===== config.mk =====
export PLATFORM = sky130hd
export DESIGN_NAME = cond_unit
export DESIGN_NICKNAME = d
export VERILOG_FILES = /design/src/rtl/cond_pkg.sv /design/src/rtl/cond_eval_comb.sv /design/src/rtl/cond_unit.sv
export SDC_FILE = /design/constraint.sdc
export NUM_CORES = 1
export LEC_CHECK = 0
export CORE_MARGIN = 1
export CORE_UTILIZATION = 40
export DETAILED_ROUTE_END_ITERATION = 8
export PLACE_DENSITY = 0.73
export SYNTH_ARGS = -nofsm -noshare
export SYNTH_HDL_FRONTEND = slang
export SYNTH_SLANG_ARGS = --single-unit
export TNS_END_PERCENT = 20

===== constraint.sdc =====
create_clock -name clk -period 3.1 [get_ports clk]
set_input_delay 0.31 -clock clk [delete_from_list [all_inputs] [get_ports clk]]
set_output_delay 0.31 -clock clk [all_outputs]
set_load 0.01 [all_outputs]

===== src/rtl/cond_pkg.sv =====
// Shared types and the condition-code evaluator for the ARMv4 conditional-execution unit.
package cond_pkg;

   // The 4-bit instruction condition field. NV (4'b1111) is undefined on ARMv4.
   typedef enum logic [3:0] {
      EQ = 4'b0000, NE = 4'b0001, CS = 4'b0010, CC = 4'b0011,
      MI = 4'b0100, PL = 4'b0101, VS = 4'b0110, VC = 4'b0111,
      HI = 4'b1000, LS = 4'b1001, GE = 4'b1010, LT = 4'b1011,
      GT = 4'b1100, LE = 4'b1101, AL = 4'b1110, NV = 4'b1111
   } cond_t;

   // Architectural flags. The bit order matches the ALUFlags bus {N,Z,C,V}.
   typedef struct packed {
      logic n;
      logic z;
      logic c;
      logic v;
   } flags_t;

   // Predicated-block state.
   typedef enum logic {
      BLK_IDLE   = 1'b0,
      BLK_ACTIVE = 1'b1
   } blk_state_t;

   // Condition passes for the given flags. NV never passes, so the result is never X.
   function automatic logic cond_eval(input cond_t cond, input flags_t f);
      logic ge;
      logic pass;
      ge = (f.n == f.v);
      case (cond)
         EQ:      pass = f.z;
         NE:      pass = ~f.z;
         CS:      pass = f.c;
         CC:      pass = ~f.c;
         MI:      pass = f.n;
         PL:      pass = ~f.n;
         VS:      pass = f.v;
         VC:      pass = ~f.v;
         HI:      pass = f.c & ~f.z;
         LS:      pass = ~(f.c & ~f.z);
         GE:      pass = ge;
         LT:      pass = ~ge;
         GT:      pass = ~f.z & ge;
         LE:      pass = ~(~f.z & ge);
         AL:      pass = 1'b1;
         default: pass = 1'b0;
      endcase
      return pass;
   endfunction

endpackage


===== src/rtl/cond_eval_comb.sv =====
// Pure combinational condition evaluator. The branch predictor uses it as well.
module cond_eval_comb
   import cond_pkg::*;
(
   input  cond_t  cond_i,
   input  flags_t flags_i,
   output logic   cond_ex_o,
   output logic   undef_o
);

   assign cond_ex_o = cond_eval(cond_i, flags_i);
   assign undef_o   = (cond_i == NV);

endmodule


===== src/rtl/cond_unit.sv =====
// Conditional-execution unit: banked NZCV flags, control gating and predicated blocks.
module cond_unit
   import cond_pkg::*;
#(
   parameter  int NUM_BANKS = 2,
   parameter  int MAX_BLOCK = 4,
   localparam int BW        = $clog2(MAX_BLOCK + 1),
   localparam int BSW       = (NUM_BANKS > 1) ? $clog2(NUM_BANKS) : 1
) (
   input  logic           clk,
   input  logic           reset,
   input  logic           en,
   input  logic           flush,
   input  logic [3:0]     Cond,
   input  logic [3:0]     ALUFlags,
   input  logic [1:0]     FlagW,
   input  logic [BSW-1:0] BankSel,
   input  logic           PCS,
   input  logic           RegW,
   input  logic           MemW,
   input  logic           NoWrite,
   input  logic           BlockStart,
   input  logic [BW-1:0]  BlockLen,
   output logic           PCSrc,
   output logic           RegWrite,
   output logic           MemWrite,
   output logic           CondEx,
   output logic           Undef,
   output logic [3:0]     Flags,
   output logic           BlockActive,
   output logic [BW-1:0]  BlockRemain
);

   flags_t        banks_q [NUM_BANKS];
   blk_state_t    state_q;
   cond_t         blk_cond_q;
   logic [BW-1:0] remain_q;

   flags_t        sel_flags;
   flags_t        flags_d;
   cond_t         eff_cond;
   logic          bank_ok;
   logic          cond_ex;
   logic          undef;
   logic          exec;
   logic [BW-1:0] blk_len_clamped;

   assign bank_ok     = (int'(BankSel) < NUM_BANKS);
   assign BlockActive = (state_q == BLK_ACTIVE);
   assign BlockRemain = remain_q;

   // Read the selected bank and choose which condition governs this instruction.
   // NOTE: every variable written in always_comb gets a default first, so no path leaves it unassigned and no latch is inferred.
   always_comb begin
      sel_flags = '0;
      if (bank_ok) begin
         sel_flags = banks_q[BankSel];
      end
      eff_cond = BlockActive ? blk_cond_q : cond_t'(Cond);
   end

   cond_eval_comb u_eval (
      .cond_i    (eff_cond),
      .flags_i   (sel_flags),
      .cond_ex_o (cond_ex),
      .undef_o   (undef)
   );

   // The block opener is consumed by the block logic and never executes itself.
   assign exec     = ~reset & en & ~flush & cond_ex & ~(BlockStart & ~BlockActive);
   assign CondEx   = cond_ex;
   assign Undef    = undef;
   assign Flags    = sel_flags;
   assign PCSrc    = PCS & exec;
   assign RegWrite = RegW & ~NoWrite & exec;
   assign MemWrite = MemW & exec;

   assign blk_len_clamped = (BlockLen > BW'(MAX_BLOCK)) ? BW'(MAX_BLOCK) : BlockLen;

   // Merge ALU flags into the selected bank under the per-field write enables.
   always_comb begin
      flags_d = sel_flags;
      if (FlagW[1]) begin
         flags_d.n = ALUFlags[3];
         flags_d.z = ALUFlags[2];
      end
      if (FlagW[0]) begin
         flags_d.c = ALUFlags[1];
         flags_d.v = ALUFlags[0];
      end
   end

   // Flag banks: only the selected bank changes, and only when the instruction executes.
   // NOTE: the banks are architectural state that software reads before writing, so every entry is reset rather than left to power-up values.
   always_ff @(posedge clk) begin
      if (reset) begin
         for (int i = 0; i < NUM_BANKS; i++) begin
            banks_q[i] <= '0;
         end
      end else if (exec && bank_ok) begin
         // NOTE: sequential state uses non-blocking assignment so every register samples pre-edge values.
         banks_q[BankSel] <= flags_d;
      end
   end

   // Predicated-block FSM: open on a valid start, count down per instruction, cancel on flush.
   always_ff @(posedge clk) begin
      if (reset) begin
         state_q    <= BLK_IDLE;
         remain_q   <= '0;
         blk_cond_q <= AL;
      end else if (en) begin
         if (flush) begin
            state_q  <= BLK_IDLE;
            remain_q <= '0;
         end else begin
            case (state_q)
               BLK_IDLE: begin
                  if (BlockStart && (BlockLen != '0)) begin
                     state_q    <= BLK_ACTIVE;
                     blk_cond_q <= cond_t'(Cond);
                     remain_q   <= blk_len_clamped;
                  end
               end
               BLK_ACTIVE: begin
                  remain_q <= remain_q - BW'(1);
                  if (remain_q == BW'(1)) begin
                     state_q <= BLK_IDLE;
                  end
               end
               default: begin
                  state_q  <= BLK_IDLE;
                  remain_q <= '0;
               end
            endcase
         end
      end
   end

endmodule

## Yosys cells after proc, flatten, opt, wreduce, memory -nomap -nowiden

Memories as Yosys holds them, arrays and structs flattened.
Cells that the tools add are included.

| storage, ports and cells | value |
|---|---|
| flip-flop bits (word level) | 8 |
| bits in latches | 0 |
| memory bits (writable) | 8 |
| bits in read-only memories | 0 |
| input port bits | 23 |
| output and inout port bits | 13 |
| word-level logic and storage cells | 73 |
| memories kept | 1 |

| cells by class | value |
|---|---|
| add/subtract/negate cells | 1 |
| multiply operators | 0 |
| divide/modulo/power cells | 0 |
| magnitude comparators | 1 |
| equality and inequality tests | 18 |
| shifts and indexed selects | 0 |
| muxes and demuxes | 20 |
| bitwise logic cells | 23 |
| reduce and logical (&&, ||, !) cells | 6 |

Memories:

| name | words | width | rd ports | clocked after memory_dff | write ports | RTL line | text |
|---|---|---|---|---|---|---|---|
| banks_q | 2 | 4 | 1 | 0 | 2 | cond_unit.sv:34 | `flags_t banks_q [NUM_BANKS];` |

Operators by type and width:

| operator | number |
|---|---|
| == test 4 bit (second input constant) | 8 |
| == test 4 x 3 -> 1 bit (second input constant) | 4 |
| case mux 1 bit (15 select lines) | 1 |
| inverter 1 bit | 12 |
| bitwise AND 1 bit | 11 |
| 2-to-1 mux 1 bit | 10 |
| 2-to-1 mux 3 bit | 3 |
| == test 4 x 2 -> 1 bit (second input constant) | 2 |
| 2-to-1 mux 4 bit | 2 |
| case mux 3 bit (2 select lines) | 1 |
| == test 4 x 1 -> 1 bit (second input constant) | 1 |
| zero test 4 bit | 1 |
| 2-to-1 mux 2 bit | 2 |
| AND reduction 4 bit | 1 |
| OR reduction 4 bit | 1 |
| == test 3 x 1 -> 1 bit (second input constant) | 1 |
| > comparator 3 bit (second input constant) | 1 |
| inequality test 3 x 2 -> 1 bit (second input constant) | 1 |
| nonzero test 3 bit | 1 |
| subtractor 3 x 1 -> 3 bit (second input constant) | 1 |
| case mux 1 bit (2 select lines) | 1 |
| AND reduction 2 bit | 1 |
| == test 1 bit | 1 |
| logical AND 1 bit | 1 |

## Logic depth before layout (Yosys ltp)

Gate-level depths: netlist of the first run.
An unclocked memory read counts as a cell.

| logic depth | value |
|---|---|
| depth after elaboration | 12 |
| mapped depth | 8 |
| mapped depth without buffers | 6 |

## Cells and area by module

From an unflattened synthesis of the first run, not the netlist that was laid out.

| second synthesis, totals | value |
|---|---|
| cell total of the unflattened synthesis | 122 |
| area total of the unflattened synthesis | 1112.3 sq um |

Modules (own cells, without submodules):

| module | instances | cells an instance | area an instance (sq um) | seq. area each (sq um) |
|---|---|---|---|---|
| cond_unit | 1 | 96 | 934.6 | 400.4 |
| cond_eval_comb | 1 | 26 | 177.7 | 0.0 |

## Worst setup path after synthesis of the first run

OpenSTA, ideal clock, no wires.

| path | value |
|---|---|
| kind | register -> register |
| start | register state_q (netlist: BlockActive) |
| end | memory banks_q[0][0] (netlist bit), enable pin |
| setup time | 0.339 ns |
| arrival | 1.863 ns |
| data required time | 2.761 ns |
| path slack | 0.898 ns |
| stages on the path, launching flop included | 8 |
| buffers on the path | 2 |
| period minus slack after synthesis | 2.202 ns |
| path through | dfxtp_1 buf_6 mux2i_1 o211ai_1 a211oi_1 a211oi_2 buf_6 a21oi_1 |

RTL lines:

| what | RTL line | text |
|---|---|---|
| start: declaration | cond_unit.sv:35 | `blk_state_t state_q;` |
| start signal: assignment | cond_unit.sv:109 | `state_q <= BLK_IDLE;` |
| start signal: assignment | cond_unit.sv:114 | `state_q <= BLK_IDLE;` |
| start signal: assignment | cond_unit.sv:120 | `state_q <= BLK_ACTIVE;` |
| end: declaration | cond_unit.sv:34 |  |

## Final worst setup path of the first run

| path | value |
|---|---|
| start | input Cond[2] |
| end | output RegWrite |

| between the ends | value |
|---|---|
| word-level cells in the longest chain between the ends | 6 |
| elaborated cells on any way between the ends | 20 |
| those cells by class | eq/ne (14); mux (2); bitwise (3); reduce/logical (1) |

RTL lines:

| what | RTL line | text |
|---|---|---|
| start: declaration | cond_unit.sv:14 | `input logic [3:0] Cond,` |
| 2-to-1 mux 4 bit * | cond_unit.sv:59 | `eff_cond = BlockActive ? blk_cond_q : cond_t'(Cond);` |
| == test 4 bit, or another cell as far along | cond_pkg.sv:31 | `case (cond)` |
| case mux 1 bit (15 select lines) * | cond_pkg.sv:31 |  |
| bitwise AND 1 bit * (2 in a row) | cond_unit.sv:70 | `assign exec = ~reset & en & ~flush & cond_ex & ~(BlockStart & ~BlockActive);` |
| bitwise AND 1 bit * | cond_unit.sv:75 | `assign RegWrite = RegW & ~NoWrite & exec;` |
| end: declaration | cond_unit.sv:25 | `output logic RegWrite,` |

Mark *: on every way between the ends. The rest lies on a longest branch, timed or not.

==> run_results.csv, run 1 <==
group,metric,value,unit
clock_network,cts_num_sinks,16,
die,die_w,58.3,um
synthesis,yosys_warnings,0,
finish,stdcell_count,228,
finish,drive_gt1_share,14.1,%
route,wl,3.10,mm
sta,rsz0062_at_grt,"no",
sta,relSlewSlack,66.8,%
global_routing,grt_pass1_wl,5.06,mm
die,die-area,3400,sq um
clock_network,cts_buffers,3,
power,swShare,30.6,%
synthesis,syn_inst,146,
critical_path,critical_path_class,"in -> out",
clock_network,cts_tree,"done",
die,row_count,20,
power,total_leakage_power,0.629,nW
sta,finalSetupViolCount,0,
finish,design_area,1700,sq um
route,final_antenna_net_count,0,
global_routing,grt_pass1_vias,1158,
critical_path,critPathLaunchType,"primary input",
critical_path,worstSetupEndpointType,"primary output",
synthesis,synth_top_area_share,19.0,%
critical_path,worstPathRequired,2.79,ns
place,port_buffers,35,
status,outcome,"completed",
sta,worst_clock_skew,0.00124,ns
route,first_iter_violations,77,
route,dr_total_vias,1263,
sta,finalHoldViolations,0,
die,core_area,3030,sq um
critical_path,max_stage_delay,0.56,ns
synthesis,syn_nets,171,
power,seqPwrFrac,44.6,%
place,place.gp.congestion,0.839,
sta,period_needed,2.89,ns
synthesis,syn_area,1270,sq um
die,fp.dieH,58.3,um
critical_path,arrival,2.58,ns
sta,clock.fmax,346,MHz
clock_network,post_cts_buffers,0,
synthesis,synth.distinct_cells,36,
power,p_clk_share,21.1,%
power,p_per_area,323,nW/um^2
place,placedInstanceArea,1660,sq um
sta,holdWs,0.487,ns
route,drcViolationCount,0,
power,comb_power_share,34.3,%
clock_network,holdBufCountCts,0,
critical_path,cp_cell_sequence,"clkdlybuf4s50_1 > mux2i_2 > nand4_1 > o21ai_0 > nor3_2 > a21oi_1 > clkdlybuf4s50_1",
critical_path,path_buf_inv,2,
synthesis,synthTopCellsByArea,"edfxtp_1 (19%), dfxtp_1 (13%), mux2i_1 (9.5%)",
global_routing,antenna_found_initial,0,
critical_path,cp_slowest_cell,"clkdlybuf4s50_1",
critical_path,crit_path_max_fanout,8,
route,wl_per_cell,13.6,um
global_routing,grt_max_degree,12,
die,initial_core_util,41.9,%
die,io_pins,36,
route,first_pass_iters,5,
synthesis,yosysSeqAreaShare,31.6,%
place,dpl.hpwl,2.49,mm
synthesis,syn_avg_cell_area,8.68,sq um
sta,tns,0,ns
route,vias_per_cell,5.54,
clock_network,htree_num_levels,1,
synthesis,synth-seq-cells,16,
global_routing,grt_remaining_overflow,0,
power,power.internal,381,uW
clock_network,clock_path_buffers,2,
power,ir_drop,0.127,mV
sta,tightest_slew,0.495,ns
place,dp_cells,224,
finish,diodes,0,
clock_network,clk_pin_slew,0.09,ns
run,maxCapViolations,0,
synthesis,synth_top_area_cell,"edfxtp_1",
global_routing,grtUsageTotal,19.1,%
clock_network,cts_root_buf,"clkbuf_4",
clock_network,clk_latency,0.29,ns
critical_path,crit_family,"buffers and inverters",
finish,final_net_count,210,
hold_path,hold_path_class,"reg -> reg",
sta,final_max_slew_viol_count,0,
sta,period_share,93.3,%
finish,area_growth_syn_to_layout,34.2,%
critical_path,worst_path_most_repeated_cell,"clkdlybuf4s50_1",
power,p_sw,168,uW
[state kept, by name, indices dropped and copies added (netlist names)]
signal / count
BlockRemain: 3
blk_cond_q: 4
BlockActive: 1
banks_q: 8
[cell usage in the layout (no fill, tap or decap), types with 2 or more instances in the layout]
cell / Yosys / final
mux2i_2: 0 / 2
inv_1: 8 / 8
nand4_1: 2 / 2
edfxtp_1: 8 / 8
a21oi_1: 18 / 18
nand2b_1: 3 / 3
nor3_1: 3 / 3
nor2b_1: 4 / 4
nor4_1: 5 / 5
xnor2_1: 3 / 3
nand2_1: 18 / 18
mux2_2: 9 / 9
nor3b_1: 4 / 3
nand3b_1: 3 / 3
clkdlybuf4s50_1: 0 / 34
mux2i_1: 12 / 10
o21ai_0: 8 / 8
nor2_1: 6 / 6
ha_1: 2 / 2
clkbuf_4: 0 / 3
buf_4: 2 / 6
dfxtp_1: 8 / 7
[final timing paths]
check,startpoint,to,slack [ns],depth (start not counted)
setup / recovery,Cond[2],RegWrite,0.21,7
hold / removal,BlockRemain[1]$_SDFFE_PP0P_,BlockRemain[1]$_SDFFE_PP0P_,0.49,2
setup reg to reg,BlockActive$_SDFFE_PP0P_,banks_q[1][0]$_SDFFCE_PN0P_,0.75,7
hold reg to reg,BlockRemain[1]$_SDFFE_PP0P_,BlockRemain[1]$_SDFFE_PP0P_,0.49,2
[synthesized netlist by cell type]
cell and instances:
a211oi_1 1, a211oi_2 1, a21o_1 1, a21oi_1 18
a311oi_1 1, a31oi_1 1, a32oi_1 1, a41o_1 1
and2_1 1, buf_4 2, buf_6 3, clkbuf_1 2
dfxtp_1 8, edfxtp_1 8, ha_1 2, inv_1 8
mux2_2 9, mux2_4 1, mux2i_1 12, nand2_1 18
nand2b_1 3, nand3b_1 3, nand4_1 2, nor2_1 6
nor2b_1 4, nor3_1 3, nor3_2 1, nor3b_1 4
nor4_1 5, o2111ai_1 1, o211ai_1 1, o21ai_0 8
o221a_2 1, o22ai_1 1, or3_1 1, xnor2_1 3
[metrics by stage]
| stage | utilization, % | total power [mW] | setup WS, ns |
|---|---|---|---|
| final | 56.2 | 0.549 | 0.206 |
| after floorplan | - | 0.359 | 0.898 |
| after global placement | 54.9 | 0.430 | 0.0887 |
| after CTS | 55.7 | 0.548 | 0.0828 |
| after detailed placement | 54.9 | 0.435 | -0.0197 |
| after global routing | 56.2 | 0.575 | 0.0340 |
[power groups by stage]
stage | clock network [mW] | registers [mW] | logic [mW]
floorplan | 0 | 0.247 | 0.112
global placement | 0 | 0.248 | 0.181
detailed placement | 0 | 0.249 | 0.186
CTS | 0.117 | 0.244 | 0.187
global route | 0.124 | 0.246 | 0.205
finish | 0.116 | 0.245 | 0.188
[area by class of cell]
type	instances	area, sq um
repair buffers	41	394
inverters	8	30.0
well taps	44	55.1
clock buffers	4	26.3
multi-input cells	115	793
flip-flops and latches	16	402
fillers	269	1330
[routing by layer]
layer / global-route usage (%) / part of all wire [%] / vias up
met1: 24.0 / 41 / 595
met5: 0 / 0 / -
met4: 8.16 / 1.5 / 0
met2: 33.0 / 51 / 49
li1: - / - / 614
met3: 2.20 / 5.8 / 5
[cells by family (layout without fill, tap and decap cells)]
family                     Yosys count  count (layout)  synth area share, %
DFF                                 16              16                 31.6
AOI/OAI and AO/OA                   37              37                 17.8
adders and majority gates            2               2                 1.97
muxes                               22              22                 18.7
buffers and inverters               15              53                 6.81
and+or+nand+nor                     51              51                 21.1
xor gates and xnor gates             3               3                 2.07
[worst min-delay path: cells and delay by family (launching register included)]
| family | cells | cell delay [ns] |
|---|---|---|
| flops | 1 | 0.33 |
| simple gates | 1 | 0.06 |
| compound gates | 1 | 0.06 |
[what timing repair did]
action,4_1_cts,5_1_grt
gates resized for setup,1,4
setup endpoints to repair,3,3
pin swaps,0,0
No activity file was read; power rests on OpenSTA's default activity.
==> run 2: changes to the inputs <==
CORE_UTILIZATION = 45   (was 40)
PLACE_DENSITY = 0.8   (was 0.73)
==> run 2 against run 1 <==
- sequential share of layout area up 0.052 points
- worst hold slack gained 0.013 ns
- critical path depth down 1
- combinational power grew 3%
- global-route usage up 6.1 points
- non-clock buffer count did not move
- flip-flop and latch count stayed put
- sequential power hardly changed
- largest power group unchanged
- highest routed layer unchanged
==> run_results.csv, run 2 (synthesized netlist as in run 1, its figures left out) <==
group,metric,value,unit
finish,drive_gt1_share,14.7,%
die,io_pins,36,
route,dr_total_vias,1300,
clock_network,htree_num_levels,1,
critical_path,worstSetupEndpointType,"primary output",
sta,period_needed,2.93,ns
finish,top_register,"banks_q",
sta,period_share,94.6,%
clock_network,cts_tree,"done",
place,place_ws,0.105,ns
clock_network,post_cts_buffers,0,
route,first_pass_iters,4,
clock_network,clk_latency,0.29,ns
global_routing,antenna_found_initial,0,
route,final_antenna_net_count,0,
clock_network,clock_path_buffers,2,
sta,final_max_slew_viol_count,0,
finish,stdcell_count,214,
global_routing,grtUsageTotal,25.1,%
sta,worst_slack,0.169,ns
finish,final_common_cell,"clkdlybuf4s50_1",
place,dpl.hpwl,2.57,mm
route,drcViolationCount,0,
finish,final_cell_mix,"clkdlybuf4s50_1 (34), nand2_1 (18), a21oi_1 (18)",
sta,relSlewSlack,69.1,%
finish,area_growth_syn_to_layout,33.9,%
finish,final_net_count,210,
finish,largest_reg_flops,8,
hold_path,hold_path_class,"reg -> reg",
clock_network,cts_root_buf,"clkbuf_4",
critical_path,critPathLaunchType,"register",
power,total_leakage_power,0.638,nW
place,dp_cells,210,
critical_path,critical_path_class,"reg -> out",
route,wl,3.37,mm
place,port_buffers,35,
die,row_count,18,
sta,rsz0062_at_grt,"no",
power,p_per_area,329,nW/um^2
critical_path,crit_path_max_fanout,9,
clock_network,cts_buffers,3,
sta,finalSetupViolCount,0,
sta,tns,0,ns
power,ir_drop,0.233,mV
status,outcome,"completed",
global_routing,grt_pass1_vias,1247,
run,maxCapViolations,0,
global_routing,grt_remaining_overflow,0,
sta,worst_clock_skew,0.00210,ns
sta,finalHoldViolations,0,
route,first_iter_violations,49,
die,initial_core_util,49.4,%
route,wl_per_cell,15.7,um
sta,clock.fmax,341,MHz
place,place.gp.congestion,0.911,
route,vias_per_cell,6.07,
clock_network,cts_num_sinks,16,
global_routing,grt_pass1_wl,5.29,mm
clock_network,clk_pin_slew,0.10,ns
sta,tightest_slew,0.455,ns
die,die-area,3030,sq um
finish,diodes,0,
critical_path,arrival,2.62,ns
critical_path,worstPathRequired,2.79,ns
global_routing,grt_max_degree,17,
die,die_w,55.1,um
die,core_area,2570,sq um
die,fp.dieH,55.1,um
[run 2: final cells by class]
cell class                      count  area, sq um
Clock buffer                        3         22.5
Clock inverter                      1         3.75
Fill cell                         221          871
Inverter                            8         30.0
Multi-Input combinational cell    115          803
Sequential cell                    16          402
Tap cell                           30         37.5
Timing Repair Buffer               41          398
[run 2: timing repair]
item / 4_1_cts / 5_1_grt
gates resized for setup: 2 / 6
pin swaps: 0 / 1
setup endpoints to repair: 4 / 4
hold buffers: 0 / 0
[run 2: power by group]
group          switching [mW]  leakage [nW]  internal (mW)
Sequential             0.0116         0.146          0.236
Combinational          0.0948         0.477         0.0980
Clock                  0.0712        0.0154         0.0469
[run 2: stage by stage]
stage / cell area [sq um] / hold slack (ns) / power (mW) / utilization [%]
6_report: 1700 / 0.500 / 0.558 / 66.1
5_1_grt: 1700 / 0.531 / 0.582 / 66.1
4_1_cts: 1680 / 0.506 / 0.550 / 65.4
3_5_place_dp: 1640 / 0.488 / 0.436 / 64.0
3_3_place_gp: 1640 / 0.475 / 0.430 / 64.0
2_1_floorplan: 1270 / 0.435 / 0.359 / -
[run 2: metal layers]
layer,GRT usage [%],wire length (um),up-vias,share of wire [%]
met5,0,0,-,0
met4,13.3,67,0,2.0
met3,3.28,215,8,6.4
met2,42.4,1670,61,50
met1,31.0,1410,612,42
li1,-,-,619,-
[run 2: worst paths after layout]
| path | depth (start not counted) | startpoint | to | slack, ns |
|---|---|---|---|---|
| hold reg to reg | 2 | BlockRemain[1]$_SDFFE_PP0P_ | BlockRemain[1]$_SDFFE_PP0P_ | 0.50 |
| hold / removal | 2 | BlockRemain[1]$_SDFFE_PP0P_ | BlockRemain[1]$_SDFFE_PP0P_ | 0.50 |
| setup reg to reg | 6 | BlockActive$_SDFFE_PP0P_ | banks_q[0][3]$_SDFFCE_PN0P_ | 0.60 |
| setup / recovery | 6 | BlockActive$_SDFFE_PP0P_ | PCSrc | 0.17 |
[run 2: critical path, cell delays in order, from the launching register on]
cell and delay [ns]:
dfxtp_2 0.48, mux2i_2 0.48, o211ai_1 0.16, a211oi_1 0.35, a211oi_2 0.12, a21oi_1 0.16, clkdlybuf4s50_1 0.56
==> run 3: changes to the inputs <==
CORE_MARGIN = unset   (was 1)
==> results of run 3 <==
Final layout, timing and power as in run 2 (identical DEF).
